File: src/rtl/pair_swap_fifo.sv
// pair_swap_fifo: in-order buffer of (a, b) operand pairs with optional swap on entry
// Ports:
//   clk, rst_n            clock, asynchronous active-low reset
//   in_valid/in_ready     upstream handshake; in_a, in_b, swap_en sampled on push
//   out_valid/out_ready   downstream handshake; out_a, out_b show the head pair (0 when empty)
//   count                 number of stored pairs
//   swap_count            saturating number of accepted pairs that were swapped
module pair_swap_fifo #(
  parameter int WIDTH = 8,
  parameter int DEPTH = 4,
  parameter int CNT_W = 16
) (
  input  logic                       clk,
  input  logic                       rst_n,
  input  logic                       in_valid,
  output logic                       in_ready,
  input  logic [WIDTH-1:0]           in_a,
  input  logic [WIDTH-1:0]           in_b,
  input  logic                       swap_en,
  output logic                       out_valid,
  input  logic                       out_ready,
  output logic [WIDTH-1:0]           out_a,
  output logic [WIDTH-1:0]           out_b,
  output logic [$clog2(DEPTH):0]     count,
  output logic [CNT_W-1:0]           swap_count
);
  localparam int AW = $clog2(DEPTH);
  localparam int CW = AW + 1;
  logic [2*WIDTH-1:0] mem [DEPTH];
  logic [AW-1:0] wr_ptr, rd_ptr;
  logic push, pop;
  assign in_ready  = count != CW'(DEPTH);
  assign out_valid = count != '0;
  assign push      = in_valid && in_ready;
  assign pop       = out_valid && out_ready;
  assign {out_a, out_b} = out_valid ? mem[rd_ptr] : '0;
  always_ff @(posedge clk)
    if (push) mem[wr_ptr] <= swap_en ? {in_b, in_a} : {in_a, in_b};
  // Pointers wrap for free because DEPTH is a power of two.
  always_ff @(posedge clk or negedge rst_n) begin
    if (!rst_n) begin
      wr_ptr     <= '0;
      rd_ptr     <= '0;
      count      <= '0;
      swap_count <= '0;
    end else begin
      wr_ptr     <= wr_ptr + AW'(push);
      rd_ptr     <= rd_ptr + AW'(pop);
      count      <= count + CW'(push) - CW'(pop);
      swap_count <= (push && swap_en && !(&swap_count)) ? swap_count + 1'b1 : swap_count;
    end
  end
endmodule

File: config.mk
export PLATFORM = sky130hd
export DESIGN_NAME = pair_swap_fifo
export DESIGN_NICKNAME = d
export VERILOG_FILES = /design/src/rtl/pair_swap_fifo.sv
export SDC_FILE = /design/constraint.sdc
export NUM_CORES = 1
export LEC_CHECK = 0
export ABC_AREA = 1
export BUFFER_PORTS_ARGS = -buffer_cell sky130_fd_sc_hd__buf_2
export CAP_MARGIN = 25
export CORE_MARGIN = 2
export CORE_UTILIZATION = 50
export DETAILED_ROUTE_END_ITERATION = 10
export PLACE_DENSITY = 0.73
export RECOVER_POWER = 50
export SYNTH_ARGS = -nofsm -noshare
export SYNTH_HDL_FRONTEND = slang
export SYNTH_SLANG_ARGS = --single-unit
File: constraint.sdc
create_clock -name clk -period 3.8 [get_ports clk]
set_input_delay 0.19 -clock clk [delete_from_list [all_inputs] [get_ports clk]]
set_output_delay 0.19 -clock clk [all_outputs]
set_load 0.05 [all_outputs]
==> summary by stage <==
Die
The number of I/O pins is 58. The overall die area is 8959 µm². The die height is 94.65 µm. The initialized floorplan defines 33 standard-cell rows. For this configuration, the core starts out at a cell density of 50.77%. The core region area is 8093 µm². The horizontal die dimension is 94.65 µm.

Placed design
After detailed placement, the design holds a cell count of 566. The routability congestion estimate is 0.8075. After legalization and detailed placement, the total HPWL measured 5796 µm. Buffers placed on the I/O ports in this run total 57.

Detailed routing
The post-detailed-routing wire length is 8564 µm. The first routing iteration left 204 violations. The detail-routed net length per standard cell is 14.69 µm. Before antenna repair, the detailed router went through 4 iterations.

The final route contains 2,989 vias. The detailed-route DRC error count is 0. The count of antenna-violating nets left after detailed routing is 0. The average vias per placed instance is 5.127.

Setup path
The largest driver fanout on the critical path is 18. Measured in cells, the most critical reg-to-reg path has a length of 10. The category of cells accounting for the largest share of critical-path delay is flip-flops. The type of the setup path with the least slack is flip-flop to output pin.

The worst reg2reg path startpoint is count[1]. The highest cell delay on the worst timing path is 0.79 ns. The worst register-to-register path ends at count[2].

The cell with the largest stage delay on the worst path is dfrtp_1. The worst-case register-to-register setup slack is 1.70 ns. The critical path contains buffers and inverters numbering 2 combined. The critical path goes through inv_1 > nor2_1 > o21ai_0 > a21oi_1 > buf_2. The arrival time at the worst endpoint is 2.39 ns.

The worst setup path is launched from a flip-flop. At the worst endpoint, the required time is 3.61 ns. STA classifies the critical path endpoint as an output pin.

Synthesis
After synthesis, flip-flops and latches occupy 60.78% of the total area. In this run, synthesis produced a sequential element count of 87. After synthesis, the netlist uses 29 different library cells. By area the synthesized netlist is led by edfxtp_1 (47%), dfrtp_1 (14%), nor2_1 (7.6%). For this run, the number of Yosys warnings is 0. The instance count of the mapped netlist is 414.

In this run the cell area of the synthesized design comes to 4109 µm². Summed over its instances, the top area cell type makes up 46.77% of the synthesized netlist area. edfxtp_1 takes more of the synthesized area than any other cell. When the netlist entered floorplanning its net count stood at 439. Each instance of the synthesized netlist takes up on average 9.925 µm².

GRT
The first global-routing pass estimated 13,800 µm of wire. In this run the most used layer during global routing was met2. In the global route stage, met3 resource usage came out at 3.192%. The largest net degree at the start of global routing is 34.

The via count of the first global-routing pass is 2,898. The overall routing resource usage is 20.40%. Global routing finished with a remaining overflow of 0.

The initial antenna violation count is 0. For met1 alone, demand over resource in global routing was 26.52%. For this run, global-route usage on met2 was measured as 34.81%.

STA
The clock arrives with 0.01186 ns of skew. The max-slew violation total from the final report is 0. The final hold violation count is 0. Based on the critical path, the design can be clocked at up to 388.2 MHz. Setup repair after global routing left no endpoint under its margin.

The number of endpoints failing setup at the final stage is 0. For the pin with the worst max-slew slack, the measured transition is 1.286 ns. The final total negative setup slack is 0 ns. The normalized max-slew margin is 14.28%. Of the available clock period, the critical path in the final layout requires 67.78%. For the finished layout, the period the worst path requires is 2.576 ns.

Layout
The final instance count without filler cells is 583. At the end of the flow the core is filled with cells to 57.58%. 0 antenna diodes ended up in the layout. The post-route netlist has 19.46% of its cells at a drive strength greater than 1. The layout has 709 filler cells. The library cells used most frequently in the layout, excluding fill and tap cells, are nor2_1 (83), nand2_1 (74), edfxtp_1 (64). From synthesis to final layout, the design area changed by 13.40%. Leaving out fill and tap cells, the most frequent cell in the layout is nor2_1.

In the final design database the tool counted 498 nets.

Power and ir drop
For this design the static power due to leakage is 1.830 nW. Power spread over the standard cell area amounts to 832.9 nW/µm². The peak supply drop is 0.4627 mV.

Clocking
The cell chosen for the clock root is clkbuf_8. The later pin in the worst-skew pair is clocked with a latency of 0.36 ns. TritonCTS built the clock tree. The number of gates given a new drive strength after cts is 0. TritonCTS created 9 clock buffers. The maximum level of the CTS H-tree is 3. The clock passes through at most 2 buffers. The tree built by TritonCTS fans out to 87 sinks.

Clock-pin slew was measured on the worst setup and hold paths at 0.08 ns.

Job
Max-cap violations in this run came to 0.

Status
The flow ran to the end, and the final reports show no timing, DRC or antenna violations.

Min path
The hold-critical path depth is 5. The path class of the lowest-slack min-delay path is input port to flip-flop. The end point of the worst hold path is rd_ptr[0]. The startpoint of the most critical hold path is out_ready.
==> cell families after synthesis <==
kind of cell             Yosys count  share of synthesized area (%)
flip-flops                        87                          60.78
adder cells (fa/ha/maj)            4                          1.401
AO/OA/AOI/OAI                     77                          10.11
AND/OR/NAND/NOR                  190                          20.22
XOR/XNOR                           9                          1.918
buffers and inverters             47                          5.572
==> flip-flops by register name, summed over array words and instances (netlist names) <==
register	flops
wr_ptr	2
count	3
mem	64
swap_count	16
rd_ptr	2
==> how the worst max path moves through the flow <==
stage | start | slack, ns | endpoint | depth (start not counted)
2_1_floorplan | count[1] | 1.07 | mem[0][0] | 4
3_3_place_gp | rd_ptr[1] | 1.69 | out_a[3] | 5
3_5_place_dp | rd_ptr[1] | 1.62 | out_a[3] | 5
4_1_cts | rd_ptr[1] | 1.22 | out_a[3] | 5
5_1_grt | rd_ptr[1] | 1.06 | out_a[3] | 5
6_report | rd_ptr[1] | 1.22 | out_b[2] | 5
==> metal layers <==
layer / share of wire [%] / vias to the layer above
met5: 0 / -
met1: 44 / 1383
met2: 48 / 108
met4: 1.1 / 0
met3: 6.2 / 12
li1: - / 1486
==> Yosys cell counts <==
library cell,count
nor2_1,83
nand2_2,9
ha_1,3
nor3_1,4
nand2_4,3
nand2_1,73
fa_1,1
nand3_2,1
nor3_2,1
edfxtp_1,64
xnor2_1,4
nor2_4,2
nor2_2,2
clkbuf_1,6
nand4_1,4
o21ai_2,8
nand3_1,7
a21oi_1,16
buf_6,1
dfrtp_1,23
nor2_8,1
buf_1,1
inv_2,3
o21ai_0,53
inv_1,27
buf_12,2
clkinv_4,1
buf_2,6
xor2_1,5
==> power by group <==
part           leakage [nW]  internal (mW)  switching [mW]
Sequential            0.887           1.26           0.184
Clock                0.0891          0.307           0.336
Combinational         0.854          0.428            1.37
Total                  1.83           1.99            1.89
==> per-stage QoR <==
step / setup slack, ns / power (mW) / hold slack (ns) / instance area [µm²]
6_report: 1.224 / 3.881 / 0.2293 / 4659
5_1_grt: 1.060 / 4.111 / 0.2845 / 4659
4_1_cts: 1.217 / 3.916 / 0.2274 / 4691
3_5_place_dp: 1.617 / 3.283 / 0.2043 / 4483
3_3_place_gp: 1.694 / 3.253 / 0.1963 / 4483
2_1_floorplan: 1.069 / 2.844 / -0.1056 / 4109
==> cell type report <==
cell class,count,area [µm²],share of cell area (%)
timing repair buffer,64,316.6,6.794
clock inverter,6,70.07,1.504
sequential,87,2497,53.60
tap,105,131.4,2.820
multi-input combinational,280,1395,29.94
clock buffer,10,127.6,2.739
inverter,31,121.4,2.605
==> worst register-to-register path, stage by stage (launching register included) <==
cell and delay (ns):
dfrtp_1 0.46, nor3_2 0.17, buf_4 0.25, inv_2 0.05, nand2_1 0.10, inv_1 0.07
nand2_1 0.10, nand2_1 0.07, ha_1 0.19, fa_1 0.37, xor2_1 0.17
==> what timing repair did <==
| action | 4_1_cts | 5_1_grt |
|---|---|---|
| buffers inserted | 0 | 0 |
| hold endpoints to repair | 23 | 0 |
| hold buffers | 1 | 0 |
No activity file was read; power rests on OpenSTA's default activity.
